### src/rtl/vz_pkg.sv
// vz_pkg: shared state encoding and constants for the VZ image loader.
package vz_pkg;
    typedef enum logic [2:0] {S_IDLE, S_HDR, S_DATA, S_PATCH, S_DONE, S_ERR} vz_state_e;
    localparam logic [15:0] VZ_HDR_LEN     = 16'd24;
    localparam logic [7:0]  VZ_TYPE_BASIC  = 8'hF0;
    localparam logic [7:0]  VZ_TYPE_MCODE  = 8'hF1;
    localparam logic [15:0] VZ_PATCH_BASIC = 16'h78A4;
    localparam logic [15:0] VZ_PATCH_END   = 16'h78F9;
    localparam logic [15:0] VZ_PATCH_USR   = 16'h788E;
    localparam logic [31:0] VZ_MAGIC_VZF0  = 32'h565A4630;
    localparam logic [31:0] VZ_MAGIC_ALT   = 32'h20200000;
endpackage

### src/rtl/vz_ram_arb.sv
// vz_ram_arb: shares the RAM write port between the Z80 (combinational)
// and the loader (one registered write stage).
module vz_ram_arb (
    input  logic        clk,
    input  logic        rst_n,
    input  logic        own,
    input  logic        ld_we,
    input  logic [15:0] ld_addr,
    input  logic [7:0]  ld_din,
    input  logic [15:0] cpu_addr,
    input  logic [7:0]  cpu_dout,
    input  logic        cpu_we,
    output logic [15:0] ram_addr,
    output logic [7:0]  ram_din,
    output logic        ram_we
);
    logic        we_q, we_d;
    logic [15:0] addr_q, addr_d;
    logic [7:0]  din_q, din_d;

    always_comb begin
        we_d   = ld_we;
        addr_d = ld_we ? ld_addr : addr_q;
        din_d  = ld_we ? ld_din : din_q;
    end

    always_ff @(posedge clk or negedge rst_n) begin
        if (!rst_n) begin
            we_q   <= 1'b0;
            addr_q <= 16'h0000;
            din_q  <= 8'h00;
        end else begin
            we_q   <= we_d;
            addr_q <= addr_d;
            din_q  <= din_d;
        end
    end

    // A loader write still in the stage wins even after the CPU is released.
    always_comb begin
        ram_we   = we_q | (~own & cpu_we);
        ram_addr = we_q ? addr_q : cpu_addr;
        ram_din  = we_q ? din_q : cpu_dout;
    end
endmodule

### src/rtl/vz_loader.sv
// vz_loader: streams a VZ image from the ioctl download bus into main RAM,
// then patches BASIC/USR pointers when VZ_PTR_PATCH_EN is defined.
module vz_loader
    import vz_pkg::*;
#(
    parameter logic [7:0]  VZ_INDEX = 8'd1,
    parameter logic [15:0] RAM_BASE = 16'h7800
) (
    input  logic        CLK50MHZ,
    input  logic        RESET,
    input  logic        dn_download,
    input  logic        dn_wr,
    input  logic [7:0]  dn_index,
    input  logic [15:0] dn_addr,
    input  logic [7:0]  dn_data,
    input  logic [15:0] cpu_addr,
    input  logic [7:0]  cpu_dout,
    input  logic        cpu_we,
    output logic [15:0] ram_addr,
    output logic [7:0]  ram_din,
    output logic        ram_we,
    output logic        cpu_wait,
    output logic        busy,
    output logic        err,
    output logic [7:0]  vz_type,
    output logic [15:0] vz_start,
    output logic [15:0] vz_end
);
    vz_state_e   state_q, state_d;
    logic        dl_q, err_q, err_d;
    logic [7:0]  type_q, type_d;
    logic [15:0] start_q, start_d, end_q, end_d;
    logic [23:0] magic_q, magic_d;
    logic        rise, fall, own, ld_we;
    logic [15:0] tgt, ld_addr;
    logic [7:0]  ld_din;

    assign rise = dn_download & ~dl_q & (dn_index == VZ_INDEX);
    assign fall = ~dn_download & dl_q;
    assign tgt  = start_q + dn_addr - VZ_HDR_LEN;
    assign own  = (state_q == S_HDR) | (state_q == S_DATA) | (state_q == S_PATCH);

`ifdef VZ_PTR_PATCH_EN
    logic [1:0]  pcnt_q, pcnt_d;
    logic        basic, p_last;
    logic [15:0] p_addr, p_val;
    assign basic  = type_q == VZ_TYPE_BASIC;
    assign p_addr = (basic ? (pcnt_q[1] ? VZ_PATCH_END : VZ_PATCH_BASIC) : VZ_PATCH_USR) + {15'd0, pcnt_q[0]};
    assign p_val  = (basic && pcnt_q[1]) ? end_q + 16'd1 : start_q;
    assign p_last = basic ? (pcnt_q == 2'd3) : (pcnt_q == 2'd1);
`endif

    always_comb begin
        state_d = state_q;
        err_d   = err_q;
        type_d  = type_q;
        start_d = start_q;
        end_d   = end_q;
        magic_d = magic_q;
        ld_we   = 1'b0;
        ld_addr = tgt;
        ld_din  = dn_data;
`ifdef VZ_PTR_PATCH_EN
        pcnt_d  = pcnt_q;
`endif
        case (state_q)
            S_HDR: begin
                if (dn_wr) begin
                    if (dn_addr < 16'd3) magic_d = {magic_q[15:0], dn_data};
                    if (dn_addr == 16'd21) type_d = dn_data;
                    if (dn_addr == 16'd22) start_d[7:0] = dn_data;
                    if (dn_addr == 16'd23) begin
                        start_d[15:8] = dn_data;
                        end_d         = {dn_data, start_q[7:0]} - 16'd1;
                        state_d       = S_DATA;
                    end
                end
                if (fall || (dn_wr && dn_addr == 16'd3 && {magic_q, dn_data} != VZ_MAGIC_VZF0
                             && {magic_q, dn_data} != VZ_MAGIC_ALT)) begin
                    state_d = S_ERR;
                    err_d   = 1'b1;
                end
            end
            S_DATA: begin
                if (dn_wr && dn_addr >= VZ_HDR_LEN) begin
                    end_d = tgt;
                    ld_we = tgt >= RAM_BASE;
                end
`ifdef VZ_PTR_PATCH_EN
                if (fall) state_d = S_PATCH;
`else
                if (fall) state_d = S_DONE;
`endif
            end
`ifdef VZ_PTR_PATCH_EN
            S_PATCH: begin
                if (basic || type_q == VZ_TYPE_MCODE) begin
                    ld_we   = 1'b1;
                    ld_addr = p_addr;
                    ld_din  = pcnt_q[0] ? p_val[15:8] : p_val[7:0];
                    pcnt_d  = pcnt_q + 2'd1;
                    if (p_last) state_d = S_DONE;
                end else begin
                    state_d = S_DONE;
                end
            end
`endif
            default: begin
                if (rise) begin
                    state_d = S_HDR;
                    err_d   = 1'b0;
                    end_d   = 16'h0000;
`ifdef VZ_PTR_PATCH_EN
                    pcnt_d  = 2'd0;
`endif
                end
            end
        endcase
    end

    always_ff @(posedge CLK50MHZ or negedge RESET) begin
        if (!RESET) begin
            state_q <= S_IDLE;
            dl_q    <= 1'b0;
            err_q   <= 1'b0;
            type_q  <= 8'h00;
            start_q <= 16'h0000;
            end_q   <= 16'h0000;
            magic_q <= 24'h000000;
`ifdef VZ_PTR_PATCH_EN
            pcnt_q  <= 2'd0;
`endif
        end else begin
            state_q <= state_d;
            dl_q    <= dn_download;
            err_q   <= err_d;
            type_q  <= type_d;
            start_q <= start_d;
            end_q   <= end_d;
            magic_q <= magic_d;
`ifdef VZ_PTR_PATCH_EN
            pcnt_q  <= pcnt_d;
`endif
        end
    end

    assign busy     = own;
    assign cpu_wait = own;
    assign err      = err_q;
    assign vz_type  = type_q;
    assign vz_start = start_q;
    assign vz_end   = end_q;

    vz_ram_arb u_arb (
        .clk      (CLK50MHZ),
        .rst_n    (RESET),
        .own      (own),
        .ld_we    (ld_we),
        .ld_addr  (ld_addr),
        .ld_din   (ld_din),
        .cpu_addr (cpu_addr),
        .cpu_dout (cpu_dout),
        .cpu_we   (cpu_we),
        .ram_addr (ram_addr),
        .ram_din  (ram_din),
        .ram_we   (ram_we)
    );
endmodule

### config.mk
export PLATFORM = sky130hd
export DESIGN_NAME = vz_loader
export DESIGN_NICKNAME = d
export VERILOG_FILES = /design/src/rtl/vz_pkg.sv /design/src/rtl/vz_ram_arb.sv /design/src/rtl/vz_loader.sv
export SDC_FILE = /design/constraint.sdc
export NUM_CORES = 1
export LEC_CHECK = 0
export ABC_AREA = 0
export BUFFER_PORTS_ARGS = -buffer_cell sky130_fd_sc_hd__buf_2
export CAP_MARGIN = 20
export CORE_MARGIN = 2
export CORE_UTILIZATION = 45
export DETAILED_ROUTE_END_ITERATION = 8
export PLACE_DENSITY = 0.79
export SLEW_MARGIN = 25
export SYNTH_ARGS = -nofsm -noshare
export SYNTH_HDL_FRONTEND = slang
export SYNTH_HIERARCHICAL = 1
export SYNTH_SLANG_ARGS = --single-unit
### constraint.sdc
create_clock -name CLK50MHZ -period 4.2 [get_ports CLK50MHZ]
set_input_delay 0.42 -clock CLK50MHZ [delete_from_list [all_inputs] [get_ports CLK50MHZ]]
set_output_delay 0.42 -clock CLK50MHZ [all_outputs]
set_load 0.01 [all_outputs]
Yosys cells after proc, flatten, opt, wreduce, memory -nomap -nowiden:

Index checks and enable logic that the tools add are counted.

* word-level logic and storage cells: 77
* bits of input ports: 61
* output and inout bits: 68
* flip-flop bits (word level): 94

* magnitude comparators: 3
* equality and inequality tests: 17
* reductions and logical operators: 14
* $add $sub $neg: 3
* muxes and demuxes: 18
* bitwise gates (word level): 11

Operators with widths (number)
* two-way mux 16 bit: 5
* == test 16 x 5 -> 1 bit (second input constant): 3
* != test 32 x 30 -> 1 bit (second input constant): 1
* != test 32 x 31 -> 1 bit (second input constant): 1
* case mux 16 bit (2 select lines): 1
* adder 16 bit: 1
* == test 16 x 2 -> 1 bit (second input constant): 1
* >= comparator 16 x 15 -> 1 bit (second input constant): 1
* >= comparator 16 x 5 -> 1 bit (second input constant): 1
* < comparator 16 x 2 -> 1 bit (second input constant): 1
* subtractor 16 x 1 -> 16 bit (second input constant): 1
* subtractor 16 x 5 -> 16 bit (second input constant): 1
* two-way mux 3 bit: 5
* AND reduction 3 bit: 5
* == test 8 x 1 -> 1 bit (second input constant): 1
* two-way mux 8 bit: 1
* AND reduction 4 bit: 2
* == test 3 x 2 -> 1 bit (second input constant): 2
* != test 2 x 1 -> 1 bit (second input constant): 3
* case mux 3 bit (2 select lines): 1
* AND 1 bit: 4
* logical AND 1 bit: 4
* two-way mux 1 bit: 4
* != test 2 bit (second input constant): 2
* other kinds (9): 14

Logic depth before layout (Yosys ltp):

* word-level depth: 7
* depth in mapped cells: 14
* gate-level depth less buffers: 12

Modules after synthesis:

Netlist, hierarchy kept.

By module, submodules not included
* vz_loader: sequential area each 1726.7 µm², cells an instance 453, area each 4300.4 µm², times used 1
* vz_ram_arb: sequential area each 625.6 µm², cells an instance 81, area each 1426.4 µm², times used 1

Least setup slack after synthesis:

No wires, ideal clock.

* kind: register -> register
* start point: register start_q[1] (netlist: vz_start[1])
* end point: register u_arb.addr_q[0]
* clock period less this slack: 3.341 ns
* data required time: 4.075 ns
* stages on the path, launching flop included: 15
* path buffers: 2
* setup slack: 0.859 ns
* arrival time: 3.216 ns
* library setup time: 0.125 ns
* cell sequence: dfrtp_1 -> ha_1 -> ha_1 -> inv_1 -> fa_1 -> nor2b_1 -> o31a_1 -> o21ai_0 -> o311ai_0 -> a21oi_1 -> or2_2 -> a32o_1 -> buf_6 -> buf_12 -> mux2_4

* word-level cells in the longest chain between the ends: 5

RTL lines
* from (decl): RTL line vz_loader.sv:32 `logic [15:0] start_q, start_d, end_q, end_d;`
* from (signal assigned): RTL line vz_loader.sv:138 `start_q <= start_d;`
* adder 16 bit: RTL line vz_loader.sv:40 `assign tgt = start_q + dn_addr - VZ_HDR_LEN;`
* subtractor 16 x 5 -> 16 bit: RTL line vz_loader.sv:40
* named net ld_addr[15]: RTL line vz_loader.sv:35 `logic [15:0] tgt, ld_addr;`
* >= comparator 16 x 15 -> 1 bit: RTL line vz_loader.sv:87 `ld_we = tgt >= RAM_BASE;`
* two-way mux 1 bit: RTL line vz_loader.sv:85 `if (dn_wr && dn_addr >= VZ_HDR_LEN) begin`
* two-way mux 1 bit: RTL line vz_loader.sv:66 `case (state_q)`
* named net ld_we: RTL line vz_loader.sv:34 `logic rise, fall, own, ld_we;`
* to (signal assigned): RTL line vz_ram_arb.sv:34 `addr_q <= addr_d;`
* to (decl): RTL line vz_ram_arb.sv:18 `logic [15:0] addr_q, addr_d;`

The timed path passes the listed nets, and every way through them passes these cells.
A chain may end at the register's enable or synchronous reset.

Worst setup path in the final report:

* start point: register start_q[2] (netlist: vz_start[2])
* end point: register u_arb.addr_q[9]

Same word-level chain as after synthesis.

==> impl_results.md <==
- Finished Cell Area: 6780 um^2
- Critical-path cell list: ha_1 > inv_1 > fa_1 > nor2b_1 > o31a_1 > o21ai_0 > o311ai_0 > a21oi_1 > or2_2 > a32o_1 > buf_4 > mux2_4
- Clock skew: 0.00812 ns
- Peak supply drop: 0.000201 V
- Vias/cell: 5.39
- Fin crit period: 3.71 ns
- Chip height: 117 um
- Rel. slew slack: 41.2%
- Cell leakage power: 3.37 nW
- Crit path DAT: 3.94 ns
- Nets: 755
- Critical Path Fanout Max: 25
- Initial DRC count: 298
- Critical path data required time: 4.43 ns
- Power Density: 441 nW/um^2
- Post-route ant nets: 0
- Post-synth EDFFs: 0
- R2r setup slk: 0.49 ns
- Startpoint types: flip-flop
- DR DRC count: 0
- Cts hold-fix bufs: 0
- Post-place setup slack: 0.427 ns
- RD Place Congestion: 0.920
- Io pins: 129
- Worst Path Buf+Inv: 2
- Core Box Area: 12500 um^2
- FF-to-FF path depth: 12
- Max Root-Sink Buffers: 2
- Slew @ Worst Pin: 0.874 ns
- Finished Layout Cells: 838
- DR pass1 iterations: 6
- Crit-path leading delay family: compound AO/OA/AOI/OAI gates
- Ys async rst share: 100%
- R2r startpoint: vz_start[2]$_DFFE_PN0P_
- Total Power: 2.99 mW
- Syn nets: 626
- Fillers: 1128
- Worst r2r dst: u_arb/addr_q[9]$_DFFE_PN0P_
- CP Capture Type: flip-flop
- Placed Area: 6490 um^2
- Drt total wl: 14.9 mm
- Clk sinks: 94
- Pin count of the biggest net entering global routing: 60
- Clk_lat worst skew: 0.35 ns
- Post-synthesis sequential area ratio: 41.1%
- Max Fclk: 269 MHz
- Post_cts resized: 0
- Initial Util: 45.8%
- # port buffers: 128
- Die area: 13600 um^2
- Fin crit share: 88.4%
- GRT Total Usage: 22.1%
- CTS clk-pin slew, worst paths: 0.07 ns
- Vias in the first global route: 4539
- CTS root buf: clkbuf_16
- Die W: 117 um
- Post-CTS Setup Bufs: 0
- DR WL/cell: 17.7 um
- Ant diodes: 0
- Max_cap viols: 0
- CP peak stage delay: 0.49 ns
- Share of layout cells above drive strength 1: 36.9%
- Run status: complete, no violations
- Num CTS Buffers: 9
- Post-DP HPWL: 11.3 mm
- FF+latch count, synth: 94
- Synth unique cells: 59
- RSZ-0062 raised after global routing: no
- Cells after synthesis: 534
- WS Path Type: reg -> reg
- Mapped cell area: 5730 um^2
- Initial antenna violation count: 0
- Syn_area_per_cell: 10.7 um^2
- Syn-to-layout area delta: 18.4%
- Placed instance count: 824
- # rows: 41
- Grt total ovfl: 0
- Total negative slack: 0 ns
- Yosys warns: 6
- Main synth FF type: dfrtp_1
- CTS tree: built
- H-tree depth: 3
- Final slew viol count: 0
- # setup viols final: 0
- Hold Crit Class: in -> async
- First-pass GRT wire length: 23.0 mm
- Final Worst Setup Slack: 0.489 ns
- Via count: 4521
- Slowest cell on the critical path: dfrtp_1
- Fin. Hold Viols: 0
[layer usage]
| metal | global-route usage, % | up-vias | wire length [um] |
|---|---|---|---|
| li1 | - | 2126 | - |
| met1 | 27.9 | 2221 | 6380 |
| met2 | 37.5 | 152 | 7290 |
| met3 | 5.46 | 22 | 887 |
| met4 | 7.29 | 0 | 304 |
| met5 | 0 | - | 0 |
[power by group]
part / internal [mW] / switching, mW
Sequential: 1.10 / 0.151
Clock: 0.472 / 0.338
Combinational: 0.462 / 0.469
[how the worst max path moves through the flow]
stage	start	end	slack, ns	cells past startpoint
final	vz_start[2]$_DFFE_PN0P_	u_arb/addr_q[9]$_DFFE_PN0P_	0.49	12
after global routing	vz_start[2]$_DFFE_PN0P_	u_arb/addr_q[9]$_DFFE_PN0P_	0.31	12
after CTS	vz_start[2]$_DFFE_PN0P_	u_arb/addr_q[14]$_DFFE_PN0P_	0.54	12
after detailed placement	dn_addr[1]	u_arb/addr_q[14]$_DFFE_PN0P_	0.43	14
after global placement	dn_addr[1]	u_arb/addr_q[1]$_DFFE_PN0P_	0.54	14
after floorplan	vz_start[1]$_DFFE_PN0P_	u_arb/addr_q[0]$_DFFE_PN0P_	0.86	14
[registers in the layout (all words and copies together) (netlist names)]
| register | cells |
|---|---|
| dl_q | 1 |
| err | 1 |
| magic_q | 24 |
| state_q | 3 |
| u_arb/addr_q | 16 |
| u_arb/din_q | 8 |
| u_arb/we_q | 1 |
| vz_end | 16 |
| vz_start | 16 |
| vz_type | 8 |
[synth_stat cells, types with 4 or more instances]
| master | number | area, um^2 |
|---|---|---|
| dfrtp_1 | 94 | 2350 |
| inv_1 | 56 | 210 |
| mux2_2 | 43 | 484 |
| mux2_4 | 39 | 586 |
| nand2_1 | 38 | 143 |
| o21ai_0 | 31 | 155 |
| ha_1 | 30 | 375 |
| a21oi_1 | 27 | 135 |
| nor2_1 | 26 | 97.6 |
| xnor2_1 | 15 | 131 |
| xor2_1 | 9 | 78.8 |
| a22oi_1 | 8 | 60.1 |
| nor4_1 | 8 | 50.1 |
| clkbuf_1 | 7 | 26.3 |
| buf_2 | 6 | 30.0 |
| nand4_1 | 6 | 37.5 |
| nor3_1 | 6 | 30.0 |
| and2_1 | 5 | 31.3 |
| nand3_1 | 5 | 25.0 |
| nor2b_1 | 5 | 31.3 |
| buf_12 | 4 | 80.1 |
| nand2b_1 | 4 | 25.0 |
| o31ai_1 | 4 | 30.0 |
| or2_2 | 4 | 25.0 |
| or4_1 | 4 | 30.0 |
[area by class of cell]
class | instances | area (um^2) | area share (%)
multi-input combinational | 364 | 3000 | 44.2
clock buffer | 11 | 243 | 3.58
clock inverter | 3 | 46.3 | 0.683
sequential | 94 | 2350 | 34.7
inverter | 56 | 210 | 3.10
timing repair buffer | 138 | 718 | 10.6
tap | 172 | 215 | 3.17
[layout by cell type (no fill, tap or decap), drive strengths merged, types with 2 or more instances in the layout]
master,Yosys,final
a21o,3,3
a221oi,2,2
nor2b,5,5
nor4b,2,2
nor3b,5,5
o21a,2,2
or3,3,3
clkbuf,7,11
or4,6,6
o31ai,4,4
a211o,3,3
nor3,6,6
nand4,6,6
and3,2,2
or2,4,4
a21boi,3,3
a221o,2,2
nand3,5,5
nand4b,2,2
a22oi,8,8
xor2,9,9
buf,13,138
o21ai,32,32
nand2b,4,4
nor2,27,27
a21oi,27,27
dfrtp,94,94
ha,30,30
xnor2,15,15
nor4,8,8
nand2,38,38
mux2,83,83
inv,56,56
and2,5,5
[cells by family (layout without fill, tap and decap cells)]
family          after synthesis  after routing  synth area share [%]
compound gates               96             96                  10.4
xor+xnor                     24             24                  3.67
fa+ha+maj                    31             31                  6.90
buf+inv                      76            208                  6.58
flops                        94             94                  41.1
mux                          83             83                  18.9
simple gates                130            130                  12.5
[through the flow]
step	util, %	hold WS (ns)
after floorplan	-	0.124
after global placement	51.9	0.458
after detailed placement	51.9	0.467
after CTS	54.2	0.162
after global routing	54.2	0.185
final	54.2	0.118
Power figures use the tool's default switching activity.
